`src/rtl/addsub4_arbiter.sv`:
```
// addsub4_arbiter: round-robin arbiter/sequencer sharing one 4-bit add/sub
// datapath between two requesters, with a registered valid/ready response.
// Optional build macro OVERFLOW_FLAG_EN adds the rsp_ovf signed-overflow output.
module addsub4_arbiter #(
  parameter bit PRIO_INIT = 1'b0
) (
  input  logic       clk,
  input  logic       reset,
  input  logic       req0_valid,
  output logic       req0_ready,
  input  logic [3:0] req0_a,
  input  logic [3:0] req0_b,
  input  logic       req0_sub,
  input  logic       req1_valid,
  output logic       req1_ready,
  input  logic [3:0] req1_a,
  input  logic [3:0] req1_b,
  input  logic       req1_sub,
  output logic       rsp_valid,
  input  logic       rsp_ready,
  output logic       rsp_id,
  output logic [3:0] rsp_result,
  output logic       rsp_carry
`ifdef OVERFLOW_FLAG_EN
  ,
  output logic       rsp_ovf
`endif
);

  localparam int unsigned DW = 4;

  typedef enum logic [1:0] {
    IDLE = 2'd0,
    EXEC = 2'd1,
    RESP = 2'd2
  } state_t;

  state_t          state_q, state_d;
  logic            prio_q, prio_d;
  logic [DW-1:0]   op_a_q, op_a_d;
  logic [DW-1:0]   op_b_q, op_b_d;
  logic            op_sub_q, op_sub_d;
  logic            op_id_q, op_id_d;
  logic            rsp_valid_d;
  logic            rsp_id_d;
  logic [DW-1:0]   rsp_result_d;
  logic            rsp_carry_d;
  logic [DW:0]     sum_c;
  logic [DW-1:0]   resultv_c;
  logic            cout_c;
  logic            grant1_c;
`ifdef OVERFLOW_FLAG_EN
  logic            rsp_ovf_d;
  logic            ovf_c;
`endif

  // addSub4 datapath: subtraction as A + ~B + 1, so cout is the no-borrow flag
  assign sum_c     = {1'b0, op_a_q} + {1'b0, op_b_q ^ {DW{op_sub_q}}} + (DW+1)'(op_sub_q);
  assign resultv_c = sum_c[DW-1:0];
  assign cout_c    = sum_c[DW];

`ifdef OVERFLOW_FLAG_EN
  // Signed overflow: operand signs (B inverted for sub) agree but result sign differs
  assign ovf_c = ((op_a_q[DW-1] ^ op_sub_q) == op_b_q[DW-1]) &&
                 (resultv_c[DW-1] != op_a_q[DW-1]);
`endif

  // Requester 1 wins when alone or when both are valid and it holds priority
  assign grant1_c = req1_valid && (!req0_valid || prio_q);

  // Next-state, handshake and register-update logic
  always_comb begin
    state_d      = state_q;
    prio_d       = prio_q;
    op_a_d       = op_a_q;
    op_b_d       = op_b_q;
    op_sub_d     = op_sub_q;
    op_id_d      = op_id_q;
    rsp_valid_d  = rsp_valid;
    rsp_id_d     = rsp_id;
    rsp_result_d = rsp_result;
    rsp_carry_d  = rsp_carry;
`ifdef OVERFLOW_FLAG_EN
    rsp_ovf_d    = rsp_ovf;
`endif
    req0_ready   = 1'b0;
    req1_ready   = 1'b0;
    case (state_q)
      IDLE: begin
        if (reset) begin
          req0_ready = req0_valid && !grant1_c;
          req1_ready = req1_valid && grant1_c;
        end
        if (req0_ready) begin
          op_a_d   = req0_a;
          op_b_d   = req0_b;
          op_sub_d = req0_sub;
          op_id_d  = 1'b0;
          prio_d   = 1'b1;
          state_d  = EXEC;
        end else if (req1_ready) begin
          op_a_d   = req1_a;
          op_b_d   = req1_b;
          op_sub_d = req1_sub;
          op_id_d  = 1'b1;
          prio_d   = 1'b0;
          state_d  = EXEC;
        end
      end
      EXEC: begin
        rsp_result_d = resultv_c;
        rsp_carry_d  = cout_c;
        rsp_id_d     = op_id_q;
        rsp_valid_d  = 1'b1;
`ifdef OVERFLOW_FLAG_EN
        rsp_ovf_d    = ovf_c;
`endif
        state_d      = RESP;
      end
      RESP: begin
        if (rsp_valid && rsp_ready) begin
          rsp_valid_d = 1'b0;
          state_d     = IDLE;
        end
      end
      default: state_d = IDLE;
    endcase
  end

  // State and register update; reset drops any transaction in flight
  always_ff @(posedge clk or negedge reset) begin
    if (!reset) begin
      state_q    <= IDLE;
      prio_q     <= PRIO_INIT;
      op_a_q     <= '0;
      op_b_q     <= '0;
      op_sub_q   <= 1'b0;
      op_id_q    <= 1'b0;
      rsp_valid  <= 1'b0;
      rsp_id     <= 1'b0;
      rsp_result <= '0;
      rsp_carry  <= 1'b0;
`ifdef OVERFLOW_FLAG_EN
      rsp_ovf    <= 1'b0;
`endif
    end else begin
      state_q    <= state_d;
      prio_q     <= prio_d;
      op_a_q     <= op_a_d;
      op_b_q     <= op_b_d;
      op_sub_q   <= op_sub_d;
      op_id_q    <= op_id_d;
      rsp_valid  <= rsp_valid_d;
      rsp_id     <= rsp_id_d;
      rsp_result <= rsp_result_d;
      rsp_carry  <= rsp_carry_d;
`ifdef OVERFLOW_FLAG_EN
      rsp_ovf    <= rsp_ovf_d;
`endif
    end
  end

endmodule

```
`config.mk`:
```
export PLATFORM = sky130hd
export DESIGN_NAME = addsub4_arbiter
export DESIGN_NICKNAME = d
export VERILOG_FILES = /design/src/rtl/addsub4_arbiter.sv
export SDC_FILE = /design/constraint.sdc
export NUM_CORES = 1
export LEC_CHECK = 0
export BUFFER_PORTS_ARGS = -buffer_cell sky130_fd_sc_hd__buf_2
export CAP_MARGIN = 20
export CORE_UTILIZATION = 50
export CTS_CLUSTER_SIZE = 10
export DETAILED_ROUTE_END_ITERATION = 10
export HOLD_SLACK_MARGIN = 0.15
export PLACE_DENSITY_LB_ADDON = 0.15
export SYNTH_ARGS = -nofsm -noshare
export SYNTH_HDL_FRONTEND = slang
export SYNTH_SLANG_ARGS = --single-unit
```
`constraint.sdc`:
```
create_clock -name clk -period 2.6 [get_ports clk]
set_clock_uncertainty 0.2 [all_clocks]
set_input_delay 0.26 -clock clk [delete_from_list [all_inputs] [get_ports clk]]
set_output_delay 0.26 -clock clk [all_outputs]
set_load 0.03 [all_outputs]
```
==> run metrics <==
Seq pwr share 34.3%; IO Pins 32; CTS Root Cell clkbuf_4; Final setup violation count 0; initial antenna violation count 0; final hold violations 0; fin crit period 2.44 ns; Post-layout nets 191; Int Pwr 0.990 mW; gr usage total 22.9%; CP Depth 6; Post-synth EDFFs 0; DRT met1 WL 1050 um; FFs w/ async S/R, synth 100%; PortBufs 31; routability cong. 0.794; NetSw 0.711 mW; Vias/cell 5.47; Area Growth Syn to Fin 36.7%; Clk pwr share 8.8%; CP Class input port to flop; Detail Route met2 WL 1300 um; family with the most delay on the worst path buffers and inverters; Yosys warnings 0; leakage dissipation 0.688 nW; Worst Path Required 2.64 ns; startpoint types input port; outcome finished, final reports clean; Synth Cell Area 0.00112 mm2; Power Total 1.70 mW; Hold Slack 0.174 ns; die area 0.00244 mm2; largest area contributor in the netlist dfrtp_1; top sig layer met4; slowest stage delay, CP 0.58 ns; antenna-violating nets left 0; CP max stage cell dlygate4sd3_1; VDD IR-drop max 0.667 mV; area fraction of the dominant cell type after synthesis 44.5%; Crit. End Element flop; final cycle utilization of the critical path 93.8%; TritonRoute pass-1 iters 4; share of layout cells above drive strength 1 27.2%; core area 0.00204 mm2; WL final 2470 um; vias in the first global route 1013; Max-cap violations 0; drt initial violations 12; synth unique cells 30; clk_lat worst skew 0.30 ns; Initial Util 55.0%; depth of the CTS H-tree 1; Setup WS post-layout 0.162 ns; pwr dens 1110 mW/mm2; Synth Instances 110; row count 16; Yosys reg bits 20; final slew viol count 0; syn_nets 137; critical path, cell by cell dlygate4sd3_1 > buf_2 > nand2_2 > or3b_1 > a31oi_1 > dlygate4sd3_1; Seq/Total Area, Yosys 44.5%; Max Freq 410 MHz; Crit Path Max Fanout 19; Worst Tran Pin Value 0.338 ns; Worst EP arrival 2.48 ns; first-pass GRT wire length 4240 um; top post-synthesis cells by count dfrtp_1, a21oi_1, o21ai_0; sw frac 41.8%; setup tns final 0 ns; TritonCTS buffer count 3; Worst Path Buf+Inv 3; Post-Place Worst Slack 0.685 ns; # DRC 0; die span in x 49.4 um; Clk pin slew, worst setup/hold paths 0.12 ns; postcts setup bufs 0; worst rel slew slack 77.5%; die height 49.4 um; grt ovf 0; crit-path most repeated cell dlygate4sd3_1; ant diodes 0; largest net degree at the start of global routing 20; TritonCTS clock tree done; RSZ-0062 raised after global routing no; number of cells on the worst reg-to-reg path 5; Comb pwr share 57.0%; via count 1033; synth top area cells dfrtp_1, or3b_1, a21oi_1; ys flop type dfrtp_1; met3 WL 93 um; Synth Area per Inst 10.2 um2; CTS max path bufs 2; routed len/inst 13.1 um; Hold WC Path Type input port to async pin; most common cell in the netlist dfrtp_1; post-DP HPWL 1590 um; CTS sink count 20
## routing by layer
layer	track usage, %	vias to the layer above
met5	0	-
met4	7.62	0
met3	3.74	4
met2	41.6	35
met1	27.3	482
li1	-	512
## cells by family (layout without fill, tap and decap cells)
family	count (synthesis)	after routing	share of synthesized area, %
AOI/OAI and AO/OA	40	40	20.8
xor gates and xnor gates	5	5	3.90
adders and majority gates	4	4	5.12
buffers and inverters	8	60	4.45
DFF	20	20	44.5
muxes	3	3	3.01
and+or+nand+nor	30	30	18.2
## path summary, 6_finish.rpt
check,startpoint,end,slack [ns]
min in group clk,op_id_q,op_id_q,0.28
min reg2reg,op_id_q,op_id_q,0.28
max,reset,op_sub_q,0.16
min,reset,op_sub_q,0.17
max in group asynchronous,reset,rsp_result[0],1.59
max reg2reg,state_q[0],op_sub_q,0.53
## area by class of cell
type,instances,area (um2)
fillers,168,505
well taps,27,33.8
repair buffers,56,400
flip-flops and latches,20,500
clock buffers,3,22.5
inverters,1,3.75
multi-input cells,82,576
## flip-flops by register name, indices dropped and copies added, names as in the netlist
signal,count
rsp_result,4
rsp_valid,1
op_a_q,4
prio_q,1
op_id_q,1
op_b_q,4
rsp_id,1
rsp_carry,1
op_sub_q,1
state_q,2
## per-stage QoR
| step | std cells | instance area (um2) | utilization [%] |
|---|---|---|---|
| 5_1_grt | 189 | 1540 | 75.2 |
| 3_5_place_dp | 163 | 1280 | 62.7 |
| 2_1_floorplan | 110 | 1120 | - |
| 4_1_cts | 189 | 1530 | 75.1 |
| 6_report | 189 | 1540 | 75.2 |
| 3_3_place_gp | 163 | 1280 | 62.7 |
## timing repair
item,CTS,global route
endpoints found under the hold margin,33,0
hold buffers,23,0
endpoints found under the setup margin,0,10
gates resized for setup,0,1
## power by group through the flow
stage	clock network [mW]	registers [mW]	logic (mW)
finish	0.149	0.583	0.969
global route	0.160	0.606	1.09
CTS	0.148	0.580	0.965
detailed placement	0	0.587	0.836
global placement	0	0.579	0.806
floorplan	0	0.666	0.562
## placed cells by master, fill, tap and decap left out, drive strengths merged
cell          n
nand2b        2
inv           1
a21o          3
dlygate4sd3  23
o21ai        12
and2          2
nor3b         2
dfrtp        20
xnor2         2
a22oi         1
nand3         1
mux2          3
nand3b        2
a21oi        13
buf          33
nor4          1
or3b          9
nand4         1
a311o         1
clkbuf        3
or2           1
nand2         8
xor2          3
fa            1
a31oi        10
ha            3
and3          1
(Power assumes the default switching activity.)
